[src/rtl/id_regfile_sb.sv]
// Decode-stage GPR file with write-back bypass, R0 tied to zero, HI/LO pair,
// and a scoreboard that stalls issue on RAW/WAW hazards or when too many writes are outstanding.
module id_regfile_sb #(
  parameter int W      = 32,
  parameter int AW     = 5,
  parameter int NRD    = 2,
  parameter int MAXPND = 4
) (
  input  logic                             CLK,
  input  logic                             RST,
  input  logic [NRD*AW-1:0]                radr,
  input  logic [NRD-1:0]                   rvalid,
  output logic [NRD*W-1:0]                 rdata,
  input  logic                             iss_valid,
  input  logic                             iss_wr,
  input  logic [AW-1:0]                    iss_dst,
  output logic                             iss_ready,
  input  logic                             we,
  input  logic [AW-1:0]                    wadr,
  input  logic [W-1:0]                     wdata,
  input  logic [1:0]                       hilo_we,
  input  logic [W-1:0]                     hi_wdata,
  input  logic [W-1:0]                     lo_wdata,
  output logic [W-1:0]                     hi,
  output logic [W-1:0]                     lo,
  output logic [$clog2(MAXPND+1)-1:0]      pend_cnt
);

  localparam int NREG = 2 ** AW;
  localparam int PW   = $clog2(MAXPND + 1);
  localparam logic [PW-1:0] MAXPND_C = PW'(MAXPND);

  logic [W-1:0]      regs_r [NREG];
  logic [NREG-1:0]   busy_r;
  logic [NREG-1:0]   busy_nxt_s;
  logic [PW-1:0]     pend_r;
  logic [W-1:0]      hi_r;
  logic [W-1:0]      lo_r;
  logic [NRD*W-1:0]  rdata_s;
  logic [AW-1:0]     ra_s;
  logic              raw_s;
  logic              waw_s;
  logic              cap_s;
  logic              ready_s;
  logic              wr_nz_s;

  // The count never exceeds MAXPND, so truncating to the pend_cnt width is safe.
  function automatic logic [PW-1:0] popcount(input logic [NREG-1:0] v);
    int cnt;
    cnt = 0;
    for (int i = 0; i < NREG; i++) begin
      cnt = cnt + int'(v[i]);
    end
    return cnt[PW-1:0];
  endfunction

  assign wr_nz_s = we && (wadr != {AW{1'b0}});

  // Read ports: R0 reads zero, a same-cycle write-back is forwarded, otherwise the array.
  always_comb begin
    rdata_s = {NRD*W{1'b0}};
    ra_s    = {AW{1'b0}};
    for (int k = 0; k < NRD; k++) begin
      ra_s = radr[k*AW +: AW];
      if (ra_s == {AW{1'b0}}) begin
        rdata_s[k*W +: W] = {W{1'b0}};
      end else if (we && (wadr == ra_s)) begin
        rdata_s[k*W +: W] = wdata;
      end else begin
        rdata_s[k*W +: W] = regs_r[ra_s];
      end
    end
  end

  // Hazard detection; a write-back landing this cycle resolves the hazard on its register.
  always_comb begin
    raw_s = 1'b0;
    for (int k = 0; k < NRD; k++) begin
      raw_s = raw_s | (rvalid[k] && busy_r[radr[k*AW +: AW]]
                       && !(we && (wadr == radr[k*AW +: AW])));
    end
    waw_s   = iss_wr && busy_r[iss_dst] && !(we && (wadr == iss_dst));
    cap_s   = iss_wr && (iss_dst != {AW{1'b0}}) && (pend_r == MAXPND_C)
              && !(we && busy_r[wadr]);
    ready_s = iss_valid && !(raw_s || waw_s || cap_s) && !RST;
  end

  // Next busy vector: clear on write-back first so a same-cycle issue to that register wins.
  always_comb begin
    busy_nxt_s = busy_r;
    if (wr_nz_s) begin
      busy_nxt_s[wadr] = 1'b0;
    end else begin
      busy_nxt_s = busy_nxt_s;
    end
    if (ready_s && iss_wr && (iss_dst != {AW{1'b0}})) begin
      busy_nxt_s[iss_dst] = 1'b1;
    end else begin
      busy_nxt_s = busy_nxt_s;
    end
    busy_nxt_s[0] = 1'b0;
  end

  // Register array, HI/LO and scoreboard state.
  always_ff @(posedge CLK) begin
    if (RST) begin
      for (int i = 0; i < NREG; i++) begin
        regs_r[i] <= {W{1'b0}};
      end
      busy_r <= {NREG{1'b0}};
      pend_r <= {PW{1'b0}};
      hi_r   <= {W{1'b0}};
      lo_r   <= {W{1'b0}};
    end else begin
      if (wr_nz_s) begin
        regs_r[wadr] <= wdata;
      end
      if (hilo_we[1]) begin
        hi_r <= hi_wdata;
      end
      if (hilo_we[0]) begin
        lo_r <= lo_wdata;
      end
      busy_r <= busy_nxt_s;
      pend_r <= popcount(busy_nxt_s);
    end
  end

  assign rdata     = rdata_s;
  assign iss_ready = ready_s;
  assign hi        = hi_r;
  assign lo        = lo_r;
  assign pend_cnt  = pend_r;

endmodule

[config.mk]
export PLATFORM = sky130hd
export DESIGN_NAME = id_regfile_sb
export DESIGN_NICKNAME = d
export VERILOG_FILES = /design/src/rtl/id_regfile_sb.sv
export SDC_FILE = /design/constraint.sdc
export NUM_CORES = 2
export LEC_CHECK = 0
export CAP_MARGIN = 25
export CORE_UTILIZATION = 60
export CTS_CLUSTER_DIAMETER = 60
export DETAILED_ROUTE_END_ITERATION = 16
export PLACE_DENSITY = 0.84
export SETUP_SLACK_MARGIN = 0.1
export SYNTH_ARGS = -nofsm -noshare
export SYNTH_HDL_FRONTEND = slang
export SYNTH_SLANG_ARGS = --single-unit
[constraint.sdc]
create_clock -name CLK -period 17.3 [get_ports CLK]
set_clock_uncertainty 0.05 [all_clocks]
set_input_delay 4.325 -clock CLK [delete_from_list [all_inputs] [get_ports CLK]]
set_output_delay 4.325 -clock CLK [all_outputs]
set_load 0.005 [all_outputs]
# Yosys cells after proc, flatten, opt, wreduce, memory -nomap -nowiden
# Memory sizes are Yosys's and may differ from the RTL's.
# Index checks and enable logic that the tools add are counted.
# word_totals
register_bits,99
latchBits,0
mem_bits_rw,1024
mem_bits_ro,0
inputBits,125
output_inout_bits,132
word_cells,109
n_memories,1
# memory_table
memory,depth,word_bits,read_ports,rd_ports_with_merged_regs,write_ports,line_no,source
regs_r,32,32,2,0,32,33,logic [W-1:0] regs_r [NREG];
# classes
addsub,30
multipliers,0
div_mod_pow,0
magnitude_cmp,6
eq_ne,4
shifts,0
muxes,26
bitwise,4
reduce_logical,33
# ops
op,n
32-bit 2-to-1 mux,7
3-bit by 1-bit adder with 3-bit output,28
32-bit AND,1
32-bit NOT,1
32-bit bitwise OR,1
32-bit OR reduction,1
"5-bit by 6-bit < comparator with 1-bit output, second input constant",4
1-bit binary-select mux with 5-bit select,4
1-bit logical AND,20
5-bit == test,3
1-bit 2-to-1 mux,12
1-bit demux with 5-bit select,2
"5-bit by 1-bit >= comparator with 1-bit output, second input constant",2
5-bit zero test,2
5-bit nonzero test,2
1-bit zero test,6
5-bit 2-to-1 mux,1
2-bit by 1-bit adder with 3-bit output,1
"3-bit == test, second input constant",1
1-bit by 1-bit adder with 2-bit output,1
1-bit logical OR,2
1-bit bitwise OR,1

# Logic depth before layout (Yosys ltp)
# logic_depth
ltp_word,43
mapped_depth,26
mapped_depth_nobuf,22

# Least setup slack after synthesis
# No wires, ideal clock.
# synth_path
path_type,input to register
start,input iss_dst[1]
end,register pend_r[2] (netlist: pend_cnt[2])
arrival_ns,10.817
setup_slack_ns,6.305
cell_stages,23
n_path_buf,3
cell_sequence,clkbuf_1 > mux4_2 > a22oi_1 > o2111ai_1 > a221o_1 > buf_6 > buf_6 > o31a_1 > fa_1 > fa_1 > inv_1 > fa_1 > inv_1 > fa_1 > fa_1 > inv_1 > fa_1 > fa_1 > fa_1 > xnor2_1 > xnor2_1 > xnor2_1 > nor2_1
# synth_between
elab_chain_cells,42
elab_cells_between_ends,55
# synth_lines
element,line_no,source
"start, declared",16,"input logic [AW-1:0] iss_dst,"
1-bit binary-select mux with 5-bit select / 5-bit == test (equally long branches),82,waw_s = iss_wr && busy_r[iss_dst] && !(we && (wadr == iss_dst));
1-bit 2-to-1 mux (not written as such) / 1-bit logical AND (equally long branches),82,
1-bit logical AND / 1-bit zero test (equally long branches),82,
1-bit logical AND,82,
1-bit logical OR (2 in a row),85,ready_s = iss_valid && !(raw_s || waw_s || cap_s) && !RST;
1-bit zero test,85,
1-bit logical AND (2 in a row),85,
1-bit logical AND (2 in a row),96,if (ready_s && iss_wr && (iss_dst != {AW{1'b0}})) begin
32-bit 2-to-1 mux (*),96,
1-bit by 1-bit adder with 2-bit output,52,cnt = cnt + int'(v[i]);
2-bit by 1-bit adder with 3-bit output,52,
3-bit by 1-bit adder with 3-bit output (27 in a row),52,
3-bit by 1-bit adder with 3-bit output (*),52,
"end signal, assigned",111,pend_r <= {PW{1'b0}};
"end signal, assigned",125,pend_r <= popcount(busy_nxt_s);
"end, declared",36,logic [PW-1:0] pend_r;
# Every way passes the cells marked *; elsewhere a longest branch is shown, timed or not. The select of a mux whose other input is x is not followed.
# A chain may end at the register's enable or synchronous reset.

# Worst setup path after layout
# layout_path
start,input radr[6]
end,output rdata[60]
# layout_between
elab_chain_cells,4
elab_cells_between_ends,6
# layout_lines
element,line_no,source
"start, declared",11,"input logic [NRD*AW-1:0] radr,"
branches (longest 3 deep; another with memory read 32 x 32 bit),n/a,
32-bit 2-to-1 mux (*),65,if (ra_s == {AW{1'b0}}) begin
"end, declared",13,"output logic [NRD*W-1:0] rdata,"
# Mark *: on every way between the ends.

==> results.cfg <==
[run_status]
status = complete, no violations

[synth]
yosysMostFrequentCell = edfxtp_1
yosysSeqAreaShare_pct = 53.6
synth-edff-count = 1024
synth_common_cells = edfxtp_1, and2_1, mux4_2
synth_cell_types = 61
synth_top_area_share_pct = 50.4
ys.flop_type = edfxtp_1
synth_area_per_cell_um2 = 15.0
synth-warning-count = 0
yosys.area.top_type = edfxtp_1
syn-cell-area_mm2 = 0.0610
async_reset_ff_share_pct = 0
synth_seq_cells = 1122
synth_area_leaders = edfxtp_1, mux4_2, and2_1
syn_inst = 4076

[finish]
area_growth_pct = 12.9
finalNetCount = 4312
drive_above_1_share_pct = 24.3
postLayoutCellArea_mm2 = 0.0689
fin_util_pct = 68.6

[global_route]
grtUsageTotal_pct = 39.8
grt_start_max_net_pins = 126
grt_pass1_wl_um = 288000
antenna_found_initial = 13
grt_pass1_vias = 41400
grt_overflow = 0

[clocking]
clock_path_buffers = 3
cts_tree = done
insertion_delay_ps = 720
postCtsHoldBufs = 0
cts_root_buffer = clkbuf_16
clkTransAtPathRegs_ps = 60
htreeDepth = 3
cts_setup_buffers = 0
clock-sinks = 1122
ctsResizeCount = 0
cts_buffers = 115

[power]
internal_power_mw = 4.97
pwr-share-seq_pct = 48.0
p_comb_share_pct = 13.7
ir_worst_vdd_mv = 0.0936
p_leak_nw = 23.7
p_clk_share_pct = 38.2
p_switching_mw = 1.67
p_total_mw = 6.65
cellPowerDensity_mw_per_mm2 = 96.4
swShare_pct = 25.2

[floorplanning]
die-height_um = 321
die_w_um = 321
start_util_pct = 60.8
core_area_mm2 = 0.100
io_pins = 257
die-area_mm2 = 0.103
core.rowCount = 116

[setup_path]
worst-endpoint-required_ps = 12930
slowest_stage = a211oi_1
cp-end-kind = primary output
critPathMaxStageDelay_ps = 820
critical_path_peak_fanout = 125
crit_chain = buf_8 -> buf_4 -> buf_12 -> mux4_2 -> nor2b_1 -> a211oi_1 -> a311oi_1 -> a21oi_1 -> a211oi_1 -> clkdlybuf4s50_1
arrival_ps = 9120
critPathLaunchType = input pin
cp_common_cell = a211oi_1
crit_type = input pin to primary output

[sta]
report.final.slew_viol_count = 0
fin_crit_sh_pct = 78.0
hold_violations = 0
tightest_slew_ps = 1190
slew_headroom_pct = 20.9
setup_viol = 0
grt_setup_unrepaired = false
fin_setup_tns_ps = 0
period_minus_slack_ps = 13490
fmax_mhz = 74.1

[placed_design]
numPortBuffers = 256
gp_congestion = 0.950
placed_area_mm2 = 0.0647
dp_hpwl_um = 110000

[drt]
vias = 41420
drc = 0
vias_per_cell = 7.36
drt_iter0_drc = 8190
drt_wl_total_um = 204000
dr.pass1.iters = 7
wl_per_cell_um = 36.2
ant_nets = 0

[min_path]
worstHoldPathType = flip-flop to flip-flop

[run]
max_cap_viol_count = 0
[power groups by stage]
stage / Sequential (mW) / Combinational, mW / Clock [mW]
6_report: 3.19 / 0.913 / 2.54
3_5_place_dp: 3.24 / 0.863 / 0
3_3_place_gp: 3.22 / 0.849 / 0
4_1_cts: 3.19 / 0.869 / 2.53
5_1_grt: 3.20 / 0.929 / 2.62
2_1_floorplan: 3.21 / 0.527 / 0
[layer usage]
metal	global-route usage, %	wire, um	part of all wire (%)
met1	50.6	62600	31
met2	57.6	87800	43
met3	16.1	38400	19
met4	23.4	15000	7.4
met5	0.757	195	0.096
[registers in the layout (all words and copies together), names as in the netlist]
register,cells
busy_r,31
hi,32
lo,32
pend_cnt,3
regs_r,1024
[cell usage in the layout (no fill, tap or decap), types with 21 or more instances in the layout]
master,instances
edfxtp_1,1024
and2_1,994
mux4_2,629
clkdlybuf4s50_1,243
mux2i_1,168
nor2_1,145
clkbuf_16,122
nand2_1,116
buf_4,101
dfxtp_1,98
a211oi_1,75
o31ai_1,42
conb_1,32
or2_2,28
nand2b_2,25
nor2_4,25
clkinv_1,23
inv_1,22
clkinv_2,22
clkbuf_1,22
fa_1,21
[area by class of cell]
type | count | area [um^2]
flip-flops and latches | 1122 | 32700
fillers | 6391 | 31500
multi-input cells | 2528 | 26800
repair buffers | 374 | 3790
clock buffers | 144 | 3080
well taps | 1357 | 1700
clock inverters | 72 | 708
inverters | 23 | 86.3
diodes | 10 | 25.0
[worst max-delay path: cells and delay by family]
family                 cells  cell delay [ps]
buffers and inverters      4             2360
multiplexers               1              380
AO/OA/AOI/OAI              4             1350
AND/OR/NAND/NOR            1              170
[cell families after synthesis]
kind of cell | Yosys count | share of synthesized area, %
AO/OA/AOI/OAI | 218 | 2.61
buffers and inverters | 457 | 3.18
multiplexers | 803 | 26.1
XOR/XNOR | 22 | 0.316
other | 1 | 0.00614
AND/OR/NAND/NOR | 1430 | 13.5
adder cells (fa/ha/maj) | 23 | 0.730
flip-flops | 1122 | 53.6
[path summary, 6_finish.rpt]
| check | startpoint | to | slack [ps] | cells after the start |
|---|---|---|---|---|
| hold reg to reg | lo[23]$_SDFFE_PP0P_ | lo[23]$_SDFFE_PP0P_ | 450 | 2 |
| setup / recovery | radr[6] | rdata[60] | 3810 | 10 |
| hold / removal | lo[23]$_SDFFE_PP0P_ | lo[23]$_SDFFE_PP0P_ | 450 | 2 |
| setup reg to reg | busy_r[4]$_SDFF_PP0_ | pend_cnt[2]$_SDFF_PP0_ | 9580 | 21 |
[stage by stage]
step | hold slack (ps) | cells | setup WS (ps)
after floorplan | 435 | 4107 | 6310
after global routing | 474 | 5621 | 3720
after global placement | 421 | 5384 | 3930
final | 449 | 5630 | 3810
after detailed placement | 434 | 5388 | 3910
after CTS | 451 | 5604 | 3840
No activity file was read; power rests on OpenSTA's default activity.
